$ cat config.mk
export PLATFORM = sky130hd
export DESIGN_NAME = lc2k_writeback
export DESIGN_NICKNAME = d
export VERILOG_FILES = /design/src/rtl/lc2k_pkg.sv /design/src/rtl/lc2k_wb_fifo.sv /design/src/rtl/lc2k_writeback.sv
export SDC_FILE = /design/constraint.sdc
export NUM_CORES = 1
export LEC_CHECK = 0
export ABC_AREA = 1
export ABC_CLOCK_PERIOD_IN_PS = 7400
export BUFFER_PORTS_ARGS = -buffer_cell sky130_fd_sc_hd__buf_2
export CAP_MARGIN = 20
export CORE_MARGIN = 2
export CORE_UTILIZATION = 27
export CTS_CLUSTER_DIAMETER = 120
export DETAILED_ROUTE_END_ITERATION = 16
export PLACE_DENSITY = 0.47
export SLEW_MARGIN = 10
export SYNTH_ARGS = -nofsm -noshare
export SYNTH_HDL_FRONTEND = slang
export SYNTH_SLANG_ARGS = --single-unit
$ cat constraint.sdc
create_clock -name clk -period 7.4 [get_ports clk]
set_input_delay 1.48 -clock clk [delete_from_list [all_inputs] [get_ports clk]]
set_output_delay 1.48 -clock clk [all_outputs]
set_load 0.01 [all_outputs]
$ cat src/rtl/lc2k_pkg.sv
// lc2k_pkg: shared LC2K writeback constants and the pending-write entry type.
package lc2k_pkg;

    localparam int DEF_DATA_W = 32;
    localparam int NUM_REGS   = 8;
    localparam int REG_ADDR_W = $clog2(NUM_REGS);

    typedef struct packed {
        logic [REG_ADDR_W-1:0] dest;
        logic [DEF_DATA_W-1:0] value;
    } lc2k_entry_t;

endpackage

$ cat src/rtl/lc2k_wb_fifo.sv
// lc2k_wb_fifo: circular pending-write queue exposing every entry for operand forwarding.
module lc2k_wb_fifo
    import lc2k_pkg::*;
#(
    parameter int DATA_W = DEF_DATA_W,
    parameter int DEPTH  = 2,
    parameter int PW     = (DEPTH > 1) ? $clog2(DEPTH) : 1,
    parameter int CW     = $clog2(DEPTH + 1)
) (
    input  logic                              clk,
    input  logic                              rst,
    input  logic                              i_push,
    input  logic                              i_pop,
    input  logic [REG_ADDR_W-1:0]             i_push_dest,
    input  logic [DATA_W-1:0]                 i_push_value,
    output logic [CW-1:0]                     o_count,
    output logic [PW-1:0]                     o_head,
    output logic [DEPTH-1:0]                  o_valid,
    output logic [DEPTH-1:0][REG_ADDR_W-1:0]  o_dest,
    output logic [DEPTH-1:0][DATA_W-1:0]      o_value
);

    logic [CW-1:0]                    r_count;
    logic [PW-1:0]                    r_head;
    logic [PW-1:0]                    r_tail;
    logic [DEPTH-1:0]                 r_valid;
    logic [DEPTH-1:0][REG_ADDR_W-1:0] r_dest;
    logic [DEPTH-1:0][DATA_W-1:0]     r_value;
    logic                             w_push;
    logic                             w_pop;

    function automatic logic [PW-1:0] f_next(input logic [PW-1:0] p);
        return (p == PW'(DEPTH - 1)) ? '0 : p + 1'b1;
    endfunction

    // Never overfill or underflow, whatever the caller asks for.
    assign w_push = i_push && (r_count != CW'(DEPTH));
    assign w_pop  = i_pop && (r_count != '0);

    // Pointers, occupancy and per-entry valid bits; dropped asynchronously on reset.
    always_ff @(posedge clk or posedge rst) begin
        if (rst) begin
            r_count <= '0;
            r_head  <= '0;
            r_tail  <= '0;
            r_valid <= '0;
        end else begin
            if (w_pop) begin
                r_valid[r_head] <= 1'b0;
                r_head          <= f_next(r_head);
            end
            if (w_push) begin
                r_valid[r_tail] <= 1'b1;
                r_tail          <= f_next(r_tail);
            end
            r_count <= r_count + CW'(w_push) - CW'(w_pop);
        end
    end

    // Payload storage needs no reset: the valid bits gate every use of it.
    always_ff @(posedge clk) begin
        if (w_push) begin
            r_dest[r_tail]  <= i_push_dest;
            r_value[r_tail] <= i_push_value;
        end
    end

    assign o_count = r_count;
    assign o_head  = r_head;
    assign o_valid = r_valid;
    assign o_dest  = r_dest;
    assign o_value = r_value;

endmodule

$ cat src/rtl/lc2k_writeback.sv
// lc2k_writeback: queued register-file writeback with youngest-first operand forwarding.
module lc2k_writeback
    import lc2k_pkg::*;
#(
    parameter int DATA_W = DEF_DATA_W,
    parameter int DEPTH  = 2
) (
    input  logic                  clk,
    input  logic                  reset,
    input  logic                  in_valid,
    output logic                  in_ready,
    input  logic [REG_ADDR_W-1:0] in_dest,
    input  logic [DATA_W-1:0]     in_value,
    input  logic                  wb_stall,
    output logic [REG_ADDR_W-1:0] write_reg,
    output logic [DATA_W-1:0]     write_value,
    output logic                  CONTROL_ENABLE_REG_WRITE,
    input  logic [REG_ADDR_W-1:0] read_regA,
    input  logic [REG_ADDR_W-1:0] read_regB,
    input  logic [DATA_W-1:0]     rf_valA,
    input  logic [DATA_W-1:0]     rf_valB,
    output logic [DATA_W-1:0]     aluValA,
    output logic [DATA_W-1:0]     regBvalue,
    output logic [1:0]            pending,
    output logic [15:0]           wb_count
);

    localparam int PW = (DEPTH > 1) ? $clog2(DEPTH) : 1;
    localparam int CW = $clog2(DEPTH + 1);

    logic [CW-1:0]                    w_count;
    logic [PW-1:0]                    w_head;
    logic [DEPTH-1:0]                 w_valid;
    logic [DEPTH-1:0][REG_ADDR_W-1:0] w_dest;
    logic [DEPTH-1:0][DATA_W-1:0]     w_value;
    logic [PW-1:0]                    w_age [DEPTH];
    logic                             w_push;
    logic                             w_busy;
    logic                             w_pop;
    logic [REG_ADDR_W-1:0]            w_head_dest;
    logic [DATA_W-1:0]                w_fwd_a;
    logic [DATA_W-1:0]                w_fwd_b;
    logic [15:0]                      r_wb_count;

    // A full queue refuses input even if the head drains this same cycle.
    assign in_ready = w_count < CW'(DEPTH);
    assign w_push   = in_valid && in_ready;

    lc2k_wb_fifo #(
        .DATA_W (DATA_W),
        .DEPTH  (DEPTH),
        .PW     (PW),
        .CW     (CW)
    ) u_fifo (
        .clk          (clk),
        .rst          (reset),
        .i_push       (w_push),
        .i_pop        (w_pop),
        .i_push_dest  (in_dest),
        .i_push_value (in_value),
        .o_count      (w_count),
        .o_head       (w_head),
        .o_valid      (w_valid),
        .o_dest       (w_dest),
        .o_value      (w_value)
    );

    // Head entry drives the write port; r0 entries drain without a strobe.
    assign w_busy                   = w_count != '0;
    assign w_head_dest              = w_dest[w_head];
    assign w_pop                    = w_busy && !wb_stall;
    assign write_reg                = w_busy ? w_head_dest : '0;
    assign write_value              = w_busy ? w_value[w_head] : '0;
    assign CONTROL_ENABLE_REG_WRITE = w_pop && (w_head_dest != '0);
    assign pending                  = 2'(w_count);

    // Slot index of the k-th oldest entry, so later matches mean younger data.
    for (genvar g = 0; g < DEPTH; g++) begin : g_age
        assign w_age[g] = PW'((int'(w_head) + g) % DEPTH);
    end

    // Scan oldest to youngest so the youngest matching pending write wins.
    always_comb begin
        w_fwd_a = rf_valA;
        w_fwd_b = rf_valB;
        for (int k = 0; k < DEPTH; k++) begin
            if (w_valid[w_age[k]] && (w_dest[w_age[k]] != '0) && (w_dest[w_age[k]] == read_regA))
                w_fwd_a = w_value[w_age[k]];
            if (w_valid[w_age[k]] && (w_dest[w_age[k]] != '0) && (w_dest[w_age[k]] == read_regB))
                w_fwd_b = w_value[w_age[k]];
        end
    end

    assign aluValA   = (read_regA == '0) ? '0 : w_fwd_a;
    assign regBvalue = (read_regB == '0) ? '0 : w_fwd_b;

    // Count completed register writes, wrapping naturally at 16 bits.
    always_ff @(posedge clk or posedge reset) begin
        if (reset)
            r_wb_count <= '0;
        else if (CONTROL_ENABLE_REG_WRITE)
            r_wb_count <= r_wb_count + 16'd1;
    end

    assign wb_count = r_wb_count;

endmodule

== Word level (Yosys, flattened, before mapping) ==
Index checks and enable logic that the tools add are counted.

* Add/sub/neg operators: 6
* Magnitude comparators: 6
* Eq/ne operators: 5
* Muxes and demuxes: 34
* Bitwise operators: 3
* Reductions and logical operators: 19

{| class="wikitable"
|+ Operators by type and width
! kind !! count
|-
| $mux 32 || 12
|-
| $bwmux 64 || 1
|-
| $demux 32 s1 || 1
|-
| $mux 3 || 6
|-
| $add 16x1->16 const B || 1
|-
| $logic_and 1x1->1 || 13
|-
| $eq 3x3->1 || 4
|-
| $mux 1 || 8
|-
| $bwmux 6 || 1
|-
| $logic_not 3->1 || 2
|-
| $lt 1x2->1 const B || 3
|-
| $reduce_bool 3->1 || 2
|-
| $mux 2 || 2
|-
| $add 1x1->1 const B || 3
|-
| $demux 3 s1 || 1
|-
| $add 2x1->2 || 1
|-
| $and 2x2->2 || 1
|-
| $demux 1 s1 || 2
|-
| $ge 1x1->1 const B || 2
|-
| $lt 2x2->1 const B || 1
|-
| $ne 2x2->1 const B || 1
|-
| $not 2->2 || 1
|-
| $or 2x2->2 || 1
|-
| $reduce_bool 2->1 || 1
|-
| other kinds (2) || 2
|}

* Bits in registers: 92
* Word-level logic and storage cells: 82

== Depth between registers and ports, before layout ==
Gate-level depths: netlist (run 1).

* Depth in word-level cells: 9
* Mapped depth: 13

== Hierarchy ==
A second synthesis (run 1) with hierarchy kept.

* Cell total of the unflattened synthesis: 1055
* Area total of the unflattened synthesis: 7228.2 um^2

{| class="wikitable"
|+ Modules (own cells, without submodules)
! module !! instances !! cells an instance !! area an instance (um^2) !! sequential area each (um^2)
|-
| lc2k_writeback || 1 || 944 || 4799.6 || 400.4
|-
| lc2k_wb_fifo || 1 || 111 || 2428.6 || 2252.2
|}

== Worst setup path before layout (run 1) ==
OpenSTA, ideal clock, no wires.

* Kind: input port to output port
* From: input port read_regA[0]
* To: output port aluValA[10]
* Arrival time: 2.380 ns
* Path slack: 3.540 ns
* Stages: 9
* Cells stage by stage: inv_1 > nand3_1 > nand2_1 > nand2_1 > clkbuf_1 > o21bai_1 > nand3_1 > nand2_1 > nor2_1

* Cells in the longest elaborated chain, start to end: 5

{| class="wikitable"
|+ Ends and longest elaborated chain
! element !! RTL line !! source
|-
| start, declared || lc2k_writeback.sv:18 || <nowiki>input logic [REG_ADDR_W-1:0] read_regA,</nowiki>
|-
| $eq 3x3->1 || lc2k_writeback.sv:87 || <nowiki>if (w_valid[w_age[k]] && (w_dest[w_age[k]] != '0) && (w_dest[w_age[k]] == read_regA))</nowiki>
|-
| $logic_and 1x1->1 || lc2k_writeback.sv:87 ||
|-
| $mux 32 (2 in series) || lc2k_writeback.sv:87 ||
|-
| $mux 32 (*) || lc2k_writeback.sv:94 || <nowiki>assign aluValA = (read_regA == '0) ? '0 : w_fwd_a;</nowiki>
|-
| end, declared || lc2k_writeback.sv:22 || <nowiki>output logic [DATA_W-1:0] aluValA,</nowiki>
|}

Every way passes the cells marked *; elsewhere a longest branch is shown, timed or not.

== Worst setup path in the final report (run 1) ==
* From: input port read_regB[0]
* To: output port regBvalue[2]

* Cells in the longest elaborated chain, start to end: 5

{| class="wikitable"
|+ Ends and longest elaborated chain
! element !! RTL line !! source
|-
| start, declared || lc2k_writeback.sv:19 || <nowiki>input logic [REG_ADDR_W-1:0] read_regB,</nowiki>
|-
| $eq 3x3->1 || lc2k_writeback.sv:89 || <nowiki>if (w_valid[w_age[k]] && (w_dest[w_age[k]] != '0) && (w_dest[w_age[k]] == read_regB))</nowiki>
|-
| $logic_and 1x1->1 || lc2k_writeback.sv:89 ||
|-
| $mux 32 (2 in series) || lc2k_writeback.sv:89 ||
|-
| $mux 32 (*) || lc2k_writeback.sv:95 || <nowiki>assign regBvalue = (read_regB == '0) ? '0 : w_fwd_b;</nowiki>
|-
| end, declared || lc2k_writeback.sv:23 || <nowiki>output logic [DATA_W-1:0] regBvalue,</nowiki>
|}

Marks and branches as above.

==> Flow_metrics.wiki, run 1 <==
{| class="wikitable"
! Metric !! Value
|-
| Comb pwr share || 0.562
|-
| Internal power || ~1.4 mW
|-
| CP dominant cell by count || sky130_fd_sc_hd__nand2_1
|-
| Via count of the routed design || 6953
|-
| Result of the run || complete, no violations
|-
| Depth of the worst hold-timing path || 1
|-
| Worst Max-Slew Pin Slew || a little over 1 ns
|-
| Pwr per Cell Area || 334 nW/um2
|-
| Sequential share of power || 0.268
|-
| Count of state elements after synthesis || 92
|-
| Leakage power || about 4.4 nW
|-
| Via count of the first global-routing pass || 6618
|-
| Fraction of power consumed by the clock network || 0.170
|-
| Number of H-tree branching levels || 3
|-
| Crit path cell chain || buf_2, inv_1, nand3_1, nand2_1, nand2_1, nor2_4, inv_2, nand2_1, nand3_1, nand2_1, inv_1, buf_2
|-
| TritonRoute pass-1 iters || 5
|-
| Placed wire-length estimate after detailed placement || 16900 um
|-
| Area used by sequential logic in the layout || between 2000 and 3000 um2
|-
| R2R depth || 8
|-
| CTS tree || done
|-
| Crit start category || primary input
|-
| Number of stages on the worst setup path || 12
|-
| Post-synthesis instance total || 1003
|-
| Number of setup buffers added after CTS || 0
|-
| Buffers on Ports || 227
|-
| Required time worst endpoint || between 5 and 6 ns
|-
| WL final || between 20000 and 25000 um
|-
| Simple logic cell fraction of the synthesized area || 0.328
|-
| Post-detailed-route DRC marker count || 0
|-
| Detailed-route vias per instance || 4.55
|-
| Starting density of the core || 0.274
|-
| TritonCTS Sinks || 92
|-
| Post-Layout Inst Area || 8500 um2
|-
| Max-slew violations || 0
|-
| Post-Route Skew || 0.00827 ns
|-
| Antenna viol nets, final || 0
|-
| Peak Freq || 190 MHz
|-
| Switching power summed over all nets || between 1 and 1.5 mW
|-
| Final cell count without fillers || 1529
|-
| Clock latency of the later-clocked register in the worst-skew pair || 0.34 ns
|-
| Area growth, synth to finish || 24.0%
|-
| Sequential element share of the synthesized area || 0.387
|-
| Switch share || 0.498
|-
| CTS clock-pin slew for the worst setup and hold paths || ~0.070 ns
|-
| Floorplan Core Area || 25000 um2
|-
| Top Family by Delay on Critical Path || simple AND/OR/NAND/NOR gates
|-
| Maximum number of buffers from clock root to sink || 2
|-
| Initial antenna violation count || 3
|-
| Compound-Gate Fraction of Synth Area || 0.116
|-
| Cts bufs inserted || 9
|-
| Hold-fix buffer count after cts || 0
|-
| RSZ-0062 raised after global routing || false
|-
| Number of setup violations in the final report || 0
|-
| XOR/XNOR Fraction of Synth Area || 0.0230
|-
| Warnings, synthesis || 0
|-
| # resized after CTS || 0
|-
| Chip height || 163 um
|-
| Final RePlAce weighted congestion || 0.805
|-
| Critical Path Max Stage Delay || approximately 0.69 ns
|-
| Post-route fraction of the period consumed by the critical path || 0.711
|-
| Adder-cell share of the synthesized area || 0.00547
|-
| Number of DRC markers after the initial detailed-route iteration || 442
|-
| Largest net degree at the start of global routing || 101
|-
| Number of different library cells in the post-synthesis netlist || 29
|-
| Count of buffering cells on the critical path with inverters included || 5
|-
| Syn Area/Cell || a little under 7 um2
|-
| Width of the chip || 163 um
|-
| Overall track demand over capacity in global routing || 0.180
|-
| Cell row count || 58
|-
| Slew margin rel. || 0.313
|-
| Nets || 1304
|-
| Worst Hold Class || flop to flop
|-
| Average wire length per cell after detail routing || around 16 um
|-
| Max capacitance violation total || 0
|-
| Number of hold violations in the final report || 0
|-
| Critical Path AT || 3.78 ns
|-
| Critical path's slowest cell || sky130_fd_sc_hd__nor2_4
|-
| VDD IR max || approximately 0.21 mV
|-
| Critical path capture point type || primary output
|-
| Syn Std Cell Area || between 6000 and 7000 um2
|-
| Fraction of layout instances using a drive strength above 1 || 0.237
|-
| Largest family of logic cells by synthesized area || simple AND/OR/NAND/NOR gates
|-
| Area of placed instances || between 8000 and 9000 um2
|-
| Final TNS setup || 0 ns
|-
| Root buf cell || sky130_fd_sc_hd__clkbuf_16
|-
| Syn_nets || 1115
|-
| Number of instances in the placed design || 1511
|-
| Maximum fanout encountered on the critical timing path || 22
|-
| Layout fillers || about 2800
|-
| Area of the multi-input gates || approximately 3300 um2
|-
| Wire length of the first global-routing pass || 36900 um
|-
| Multiplexer share of the synthesized area || 0.00146
|-
| Total congestion overflow || 0
|-
| CP Class || primary input to primary output
|-
| Final period demand of the worst path || about 5.3 ns
|-
| Floorplan die area || 26700 um2
|-
| I/O pin cnt || around 230
|}
==> stage by stage <==
| step | setup slack [ns] | util | total power [mW] | hold WS (ns) |
|---|---|---|---|---|
| after floorplan | 3.54 | - | 1.83 | 0.462 |
| final | 2.14 | 0.340 | 2.84 | 0.469 |
| after detailed placement | 2.11 | 0.327 | 2.39 | 0.455 |
| after CTS | 2.09 | 0.339 | 2.88 | 0.472 |
| after global placement | 2.19 | 0.326 | 2.36 | 0.454 |
| after global routing | 1.85 | 0.339 | 3.09 | 0.491 |
==> kinds of logic after synthesis <==
kind of cell | after synthesis
xor gates and xnor gates | 18
AOI/OAI and AO/OA | 136
DFF | 92
and+or+nand+nor | 535
buffers and inverters | 218
muxes | 1
adders and majority gates | 3
==> final cells by class <==
class,instances,share of cell area
Clock inverter,5,0.00427
Inverter,161,0.0711
Timing Repair Buffer,235,0.143
Multi-Input combinational cell,693,0.388
Clock buffer,11,0.0324
Sequential cell,92,0.312
Tap cell,330,0.0486
Antenna cell,2,0.000589
==> sequential cells by signal, summed over array words and instances (netlist names) <==
signal	count
u_fifo.o_head	1
u_fifo.r_tail	1
u_fifo.o_value	64
wb_count	16
u_fifo.o_valid	2
u_fifo.o_count	2
u_fifo.o_dest	6
==> cells in the mapped netlist <==
master / n / share of area
sky130_fd_sc_hd__a21oi_1: 23 / 0.017
sky130_fd_sc_hd__buf_2: 21 / 0.015
sky130_fd_sc_hd__buf_4: 11 / 0.012
sky130_fd_sc_hd__buf_6: 9 / 0.015
sky130_fd_sc_hd__clkbuf_1: 16 / 0.0088
sky130_fd_sc_hd__dfrtp_1: 22 / 0.080
sky130_fd_sc_hd__edfxtp_1: 70 / 0.31
sky130_fd_sc_hd__ha_1: 3 / 0.0055
sky130_fd_sc_hd__inv_1: 155 / 0.085
sky130_fd_sc_hd__inv_2: 6 / 0.0033
sky130_fd_sc_hd__mux2i_1: 1 / 0.0015
sky130_fd_sc_hd__nand2_1: 289 / 0.16
sky130_fd_sc_hd__nand2_2: 7 / 0.0064
sky130_fd_sc_hd__nand2_4: 1 / 0.0016
sky130_fd_sc_hd__nand3_1: 125 / 0.091
sky130_fd_sc_hd__nand3_2: 3 / 0.0044
sky130_fd_sc_hd__nand3b_1: 2 / 0.0022
sky130_fd_sc_hd__nand4_1: 4 / 0.0036
sky130_fd_sc_hd__nor2_1: 94 / 0.051
sky130_fd_sc_hd__nor2_2: 5 / 0.0046
sky130_fd_sc_hd__nor2_4: 1 / 0.0016
sky130_fd_sc_hd__nor3_1: 3 / 0.0022
sky130_fd_sc_hd__o21ai_0: 68 / 0.050
sky130_fd_sc_hd__o21ai_1: 1 / 0.00073
sky130_fd_sc_hd__o21ai_2: 3 / 0.0038
sky130_fd_sc_hd__o21bai_1: 41 / 0.045
sky130_fd_sc_hd__or2_2: 1 / 0.00091
sky130_fd_sc_hd__xnor2_1: 5 / 0.0064
sky130_fd_sc_hd__xor2_1: 13 / 0.017
==> worst register-to-register path: cells and delay by family (launching register included) <==
family,cells,cell delay (ns)
and+or+nand+nor,2,0.64
xor gates and xnor gates,2,0.35
adders and majority gates,2,0.50
DFF,1,0.42
buffers and inverters,2,0.28
==> per-layer routing <==
layer,vias up,GRT usage,part of all wire,routed length (um)
li1,3546,-,-,-
met1,3155,0.243,0.46,11200
met2,232,0.295,0.45,11000
met3,18,0.0422,0.074,1780
met4,2,0.0386,0.011,262
met5,-,0,0.00029,7
==> power groups by stage <==
| stage | registers, mW | clock network, mW | logic (mW) |
|---|---|---|---|
| after global routing | 0.779 | 0.515 | 1.80 |
| after CTS | 0.763 | 0.499 | 1.62 |
| after detailed placement | 0.773 | 0 | 1.61 |
| after global placement | 0.771 | 0 | 1.59 |
| final | 0.761 | 0.483 | 1.60 |
| after floorplan | 0.741 | 0 | 1.09 |
==> layout by cell type (no fill, tap or decap), drive strengths merged <==
master    n
clkbuf   11
mux2i     1
a21oi    23
or2       1
nand3   128
o21ai    72
nand4     4
nor2    100
nor3      3
xnor2     5
ha        3
edfxtp   70
nand2   297
o21bai   41
xor2     13
dfrtp    22
diode     2
clkinv    2
inv     164
buf     235
nand3b    2
==> path summary, 6_finish.rpt <==
check                                   from           endpoint  slack, ns
max in group asynchronous              reset      u_fifo.o_head       5.48
setup reg to reg           u_fifo.o_count[0]  u_fifo.o_count[1]       5.15
hold reg to reg                 wb_count[15]       wb_count[15]       0.47
hold / removal                  wb_count[15]       wb_count[15]       0.47
setup / recovery                read_regB[0]       regBvalue[2]       2.14
min in group asynchronous              reset       wb_count[13]       1.29
Power figures use the tool's default switching activity.
==> run 2: changes to the inputs <==
--- a/config.mk
+++ b/config.mk
@@ -6,14 +6,14 @@
 export NUM_CORES = 1
 export LEC_CHECK = 0
 export ABC_AREA = 1
-export ABC_CLOCK_PERIOD_IN_PS = 7400
+export ABC_CLOCK_PERIOD_IN_PS = 4700
 export BUFFER_PORTS_ARGS = -buffer_cell sky130_fd_sc_hd__buf_2
 export CAP_MARGIN = 20
 export CORE_MARGIN = 2
 export CORE_UTILIZATION = 27
 export CTS_CLUSTER_DIAMETER = 120
 export DETAILED_ROUTE_END_ITERATION = 16
-export PLACE_DENSITY = 0.47
+export PLACE_DENSITY = 0.49
 export SLEW_MARGIN = 10
 export SYNTH_ARGS = -nofsm -noshare
 export SYNTH_HDL_FRONTEND = slang
==> constraint.sdc (replaced) <==
create_clock -name clk -period 4.7 [get_ports clk]
set_input_delay 0.94 -clock clk [delete_from_list [all_inputs] [get_ports clk]]
set_output_delay 0.94 -clock clk [all_outputs]
set_load 0.01 [all_outputs]
==> run 2 against run 1 <==
Combinational power increased by 57%. Sequential share of layout area increased by 0.064 points. Hold slack improved by 0.0018 ns. Largest power group unchanged. Highest routed layer is now met4.
==> Flow_metrics.wiki, run 2 (synthesis gave the netlist of run 1 again) <==
{| class="wikitable"
! Metric !! Value
|-
| Result of the run || complete, no violations
|-
| Cell row count || 58
|-
| Fraction of layout instances using a drive strength above 1 || 0.239
|-
| CP Class || flop to primary output
|-
| # resized after CTS || 0
|-
| Switch share || 0.508
|-
| Floorplan die area || 26700 um2
|-
| Number of setup violations in the final report || 0
|-
| Antenna viol nets, final || 0
|-
| WL final || 24300 um
|-
| Floorplan Core Area || 25000 um2
|-
| Max capacitance violation total || 0
|-
| Area used by sequential logic in the layout || around 2700 um2
|-
| Pwr per Cell Area || 523 nW/um2
|-
| Worst Max-Slew Pin Slew || 0.984 ns
|-
| Post-Route Skew || just over 0.01 ns
|-
| Final TNS setup || 0 ns
|-
| Average wire length per cell after detail routing || 15.9 um
|-
| Number of DRC markers after the initial detailed-route iteration || 480
|-
| Switching power summed over all nets || about 2.3 mW
|-
| Placed wire-length estimate after detailed placement || 17300 um
|-
| Width of the chip || 163 um
|-
| Root buf cell || sky130_fd_sc_hd__clkbuf_16
|-
| Wire length of the first global-routing pass || 36400 um
|-
| Critical path origin || u_fifo.o_head
|-
| CTS tree || done
|-
| Initial antenna violation count || 1
|-
| Max-slew violations || 0
|-
| Count of buffering cells on the critical path with inverters included || 3
|-
| Post-route fraction of the period consumed by the critical path || 0.892
|-
| Overall track demand over capacity in global routing || 0.180
|-
| Largest register FFs || 64
|-
| Starting density of the core || 0.274
|-
| Top Family by Delay on Critical Path || simple AND/OR/NAND/NOR gates
|-
| Via count of the routed design || ~7000
|-
| Slew margin rel. || 0.342
|-
| Final RePlAce weighted congestion || 0.818
|-
| CTS clock-pin slew for the worst setup and hold paths || 0.07 ns
|-
| Leakage power || 4.43 nW
|-
| CP dominant cell by count || sky130_fd_sc_hd__nand2_1
|-
| Area growth, synth to finish || 23.7%
|-
| Crit start category || flop
|-
| Internal power || 2.18 mW
|-
| Peak Freq || 239 MHz
|-
| Layout fillers || ~2800
|-
| Final cell count without fillers || about 1500
|-
| Detailed-route vias per instance || 4.59
|-
| Via count of the first global-routing pass || between 6000 and 7000
|-
| Number of instances in the placed design || 1514
|-
| Comb pwr share || 0.567
|-
| Required time worst endpoint || around 3.8 ns
|-
| TritonRoute pass-1 iters || 5
|-
| Most frequent cells in the layout || 289 x sky130_fd_sc_hd__nand2_1, 227 x sky130_fd_sc_hd__buf_2, 155 x sky130_fd_sc_hd__inv_1
|-
| Post-detailed-route DRC marker count || 0
|-
| Total congestion overflow || 0
|-
| Critical path capture point type || primary output
|-
| Reg2reg start || u_fifo.o_count[0]
|-
| Buffers on Ports || 227
|-
| Maximum number of buffers from clock root to sink || 2
|-
| Critical Path Max Stage Delay || 0.65 ns
|-
| Critical path's slowest cell || sky130_fd_sc_hd__dfrtp_4
|-
| Nets || 1307
|-
| Number of H-tree branching levels || 3
|-
| Critical Path AT || 3.25 ns
|-
| VDD IR max || 0.271 mV
|-
| Area of the multi-input gates || 3300 um2
|-
| Most common cell after layout, fill and taps aside || sky130_fd_sc_hd__nand2_1
|-
| Sequential share of power || 0.268
|-
| Maximum fanout encountered on the critical timing path || 41
|-
| Clock latency of the later-clocked register in the worst-skew pair || roughly 0.35 ns
|-
| Number of hold violations in the final report || 0
|-
| Largest net degree at the start of global routing || 73
|-
| Chip height || 163 um
|-
| Fraction of power consumed by the clock network || 0.165
|-
| RSZ-0062 raised after global routing || false
|-
| Worst Hold Class || flop to flop
|-
| Number of setup buffers added after CTS || 0
|-
| Crit path cell chain || inv_2, nand2_1, nand2_1, nand3_2, nand2_1, inv_2, nand3_1, nand3_1, nand2_1, nor2_1, buf_2
|-
| I/O pin cnt || 228
|-
| Hold-fix buffer count after cts || 0
|-
| Launch point of the worst hold path || wb_count[15]
|-
| Cts bufs inserted || 9
|-
| TritonCTS Sinks || between 90 and 100
|-
| Final period demand of the worst path || 4.19 ns
|}
[run 2: changes by cell type in the layout (fill, tap and decap cells not counted), moves of 2 or more]
cell                        before  now
sky130_fd_sc_hd__buf_4           7   11
sky130_fd_sc_hd__inv_8           0    3
sky130_fd_sc_hd__clkbuf_16      11    9
sky130_fd_sc_hd__clkinv_2        2    0
sky130_fd_sc_hd__inv_4           0    2
[run 2: power by group through the flow]
stage                     combinational (mW)  sequential (mW)  clock (mW)
final                                   2.52             1.19       0.734
after global routing                    2.82             1.21       0.798
after CTS                               2.55             1.19       0.761
after detailed placement                2.54             1.21           0
after global placement                  2.53             1.20           0
after floorplan                         1.72             1.17           0
[run 2: routing by layer]
metal | part of all wire | global-route usage | wire [um] | vias to the layer above
met5 | 0 | 0 | 0 | -
li1 | - | - | - | 3550
met4 | 0.019 | 0.0611 | 452 | 0
met3 | 0.060 | 0.0188 | 1460 | 24
met1 | 0.45 | 0.240 | 10900 | 3200
met2 | 0.47 | 0.304 | 11500 | 251
[run 2: layout make-up]
| type | count | share of cell area |
|---|---|---|
| tap | 330 | 0.0487 |
| sequential | 92 | 0.313 |
| multi-input combinational | 693 | 0.389 |
| antenna | 1 | 0.000295 |
| clock buffer | 9 | 0.0265 |
| timing repair buffer | 238 | 0.144 |
| inverter | 161 | 0.0712 |
| clock inverter | 7 | 0.00752 |
[run 2: path summary, 6_finish.rpt]
check                      cells after the start                end  slack [ns]
max                                           11       regBvalue[1]        0.51
min                                            1       wb_count[15]        0.47
max reg2reg                                    8  u_fifo.o_count[1]        2.54
min reg2reg                                    1       wb_count[15]        0.47
max in group asynchronous                      2      u_fifo.o_head        3.31
min in group asynchronous                      2       wb_count[13]        0.75
[run 2: metrics by stage]
| step | utilization | hold WS [ns] | power [mW] | area (um2) | setup slack, ns |
|---|---|---|---|---|---|
| after detailed placement | 0.327 | 0.466 | 3.74 | 8190 | 0.882 |
| after global routing | 0.339 | 0.515 | 4.83 | 8480 | 0.322 |
| final | 0.339 | 0.471 | 4.44 | 8480 | 0.508 |
| after global placement | 0.327 | 0.464 | 3.73 | 8190 | 0.958 |
| after CTS | 0.339 | 0.480 | 4.50 | 8480 | 0.540 |
| after floorplan | - | 0.462 | 2.89 | 6860 | 1.72 |
==> run 3: changes to the inputs <==
--- a/config.mk
+++ b/config.mk
@@ -9,11 +9,14 @@
 export ABC_CLOCK_PERIOD_IN_PS = 4700
 export BUFFER_PORTS_ARGS = -buffer_cell sky130_fd_sc_hd__buf_2
 export CAP_MARGIN = 20
-export CORE_MARGIN = 2
+export CELL_PAD_IN_SITES_DETAIL_PLACEMENT = 0
+export CELL_PAD_IN_SITES_GLOBAL_PLACEMENT = 1
+export CORE_MARGIN = 4
 export CORE_UTILIZATION = 27
 export CTS_CLUSTER_DIAMETER = 120
+export CTS_CLUSTER_SIZE = 30
 export DETAILED_ROUTE_END_ITERATION = 16
-export PLACE_DENSITY = 0.49
+export PLACE_DENSITY = 0.66
 export SLEW_MARGIN = 10
 export SYNTH_ARGS = -nofsm -noshare
 export SYNTH_HDL_FRONTEND = slang
==> run 3 against run 2 <==
Via count grew 1.2%. Sequential cell count unchanged. Cell area grew 1.2%. Global-route usage up 0.11 points. Final cell count grew 0.39%. Hold slack is essentially flat. Critical path depth increased by 1. Sequential power increased by 3%. Fmax is 0.53% lower. Die area rose by 5.0%. Non-clock buffer count rose by 6. Core utilization rose by 0.31 points. Critical path type unchanged. Critical endpoint is now aluValA[21]. Highest routed layer is now met5.
==> Flow_metrics.wiki, run 3 (synthesis gave the netlist of run 1 again) <==
{| class="wikitable"
! Metric !! Value
|-
| Result of the run || complete, no violations
|-
| WL final || 26000 um
|-
| Maximum fanout encountered on the critical timing path || 74
|-
| Slew margin rel. || 0.355
|-
| Required time worst endpoint || 3.76 ns
|-
| Critical path's slowest cell || sky130_fd_sc_hd__dfrtp_4
|-
| Area growth, synth to finish || 25.2%
|-
| CP Class || flop to primary output
|-
| Total congestion overflow || 0
|-
| Chip height || about 170 um
|-
| Cell row count || 58
|-
| Floorplan Core Area || 25100 um2
|-
| CTS clock-pin slew for the worst setup and hold paths || 0.06 ns
|-
| Maximum number of buffers from clock root to sink || 2
|-
| Average wire length per cell after detail routing || 16.9 um
|-
| Final period demand of the worst path || around 4.2 ns
|-
| Root buf cell || sky130_fd_sc_hd__clkbuf_16
|-
| Largest register FFs || between 60 and 70
|-
| Critical path capture point type || primary output
|-
| Most common cell after layout, fill and taps aside || sky130_fd_sc_hd__nand2_1
|-
| Initial antenna violation count || 4
|-
| Nets || ~1300
|-
| Post-Route Skew || just under 0.005 ns
|-
| Via count of the first global-routing pass || just under 7000
|-
| Number of hold violations in the final report || 0
|-
| Antenna viol nets, final || 0
|-
| VDD IR max || roughly 0.19 mV
|-
| Final hold slack || 0.470 ns
|-
| # resized after CTS || 0
|-
| Width of the chip || 167 um
|-
| Critical Path AT || 3.27 ns
|-
| Max capacitance violation total || 0
|-
| Reg2reg start || u_fifo.o_head
|-
| Pwr per Cell Area || roughly 530 nW/um2
|-
| I/O pin cnt || 228
|-
| Hold-fix buffer count after cts || 0
|-
| Critical Path Max Stage Delay || 0.86 ns
|-
| Number of setup violations in the final report || 0
|-
| Wire length of the first global-routing pass || ~39000 um
|-
| Post-detailed-route DRC marker count || 0
|-
| Buffers on Ports || ~230
|-
| Placed wire-length estimate after detailed placement || 19400 um
|-
| Number of H-tree branching levels || 3
|-
| Largest net degree at the start of global routing || 75
|-
| Via count of the routed design || around 7100
|-
| TritonCTS Sinks || 92
|-
| Detailed-route vias per instance || 4.63
|-
| Worst Hold Class || flop to flop
|-
| Floorplan die area || 28000 um2
|-
| Number of setup buffers added after CTS || 0
|-
| Crit path cell chain || inv_2, nand2_1, nand2_1, nand3_2, nand2_1, inv_2, buf_4, nand3_1, nand3_1, nand2_1, nor2_1, buf_2
|-
| Worst Max-Slew Pin Slew || 0.966 ns
|-
| Post-route fraction of the period consumed by the critical path || 0.897
|-
| CTS tree || done
|-
| Register-to-register setup slack || 2.31 ns
|-
| Most frequent cells in the layout || 289 x sky130_fd_sc_hd__nand2_1, 227 x sky130_fd_sc_hd__buf_2, 155 x sky130_fd_sc_hd__inv_1
|-
| R2R depth || 10
|-
| Overall track demand over capacity in global routing || 0.181
|-
| Final RePlAce weighted congestion || slightly above 0.8
|-
| Final TNS setup || 0 ns
|-
| Reg-to-reg critical path endpoint || wb_count[6]
|-
| Leakage power || 4.48 nW
|-
| RSZ-0062 raised after global routing || false
|-
| TritonRoute pass-1 iters || 5
|-
| Crit start category || flop
|-
| Clock latency of the later-clocked register in the worst-skew pair || approximately 0.35 ns
|-
| Critical Path Sink || aluValA[21]
|-
| Cts bufs inserted || 9
|-
| Peak Freq || roughly 240 MHz
|-
| Fraction of layout instances using a drive strength above 1 || 0.241
|-
| CP dominant cell by count || sky130_fd_sc_hd__nand2_1
|-
| Starting density of the core || 0.273
|-
| Max-slew violations || 0
|-
| Number of DRC markers after the initial detailed-route iteration || 476
|-
| Critical path origin || u_fifo.o_head
|}
run 3: metal layers:
| metal | wire [um] | track usage |
|---|---|---|
| met1 | 12200 | 0.246 |
| met2 | 11800 | 0.296 |
| met3 | 1370 | 0.0302 |
| met4 | 565 | 0.0565 |
| met5 | 13 | 0 |
run 3: critical path: cells and delay by family (launching register included):
| family | cells | cell delay [ns] |
|---|---|---|
| AND/OR/NAND/NOR | 8 | 0.89 |
| flip-flops | 1 | 0.86 |
| buffers and inverters | 4 | 1.13 |
run 3: final cells by class:
type / instances / area [um2]
Sequential cell: 92 / 2660
Timing Repair Buffer: 244 / 1280
Multi-Input combinational cell: 693 / 3300
Inverter: 161 / 604
Fill cell: 2829 / 16500
Antenna cell: 2 / 5.00
Tap cell: 330 / 413
Clock buffer: 10 / 229
Clock inverter: 5 / 101
run 3: how the worst min path moves through the flow:
| stage | start | end | cells past startpoint |
|---|---|---|---|
| final | wb_count[15] | wb_count[15] | 1 |
| after global placement | wb_count[15] | wb_count[15] | 1 |
| after global routing | wb_count[7] | wb_count[7] | 1 |
| after CTS | wb_count[15] | wb_count[15] | 1 |
| after detailed placement | wb_count[15] | wb_count[15] | 1 |
| after floorplan | u_fifo.r_tail | u_fifo.o_valid[0] | 1 |
run 3: power breakdown:
| part | internal (mW) | leakage [nW] | switching (mW) | total (mW) |
|---|---|---|---|---|
| Combinational | 0.776 | 3.41 | 1.76 | 2.53 |
| Sequential | 1.06 | 0.916 | 0.171 | 1.23 |
| Clock | 0.515 | 0.156 | 0.313 | 0.828 |
| Total | 2.35 | 4.48 | 2.24 | 4.59 |
run 3: per-stage QoR:
stage	area [um2]	utilization	cells	total power, mW	worst slack, ns
6_report	8580	0.342	1537	4.59	0.485
5_1_grt	8580	0.342	1537	4.98	0.102
4_1_cts	8580	0.342	1535	4.64	0.446
3_5_place_dp	8250	0.329	1520	3.80	0.836
3_3_place_gp	8250	0.329	1520	3.79	0.887
2_1_floorplan	6860	-	1003	2.89	1.72
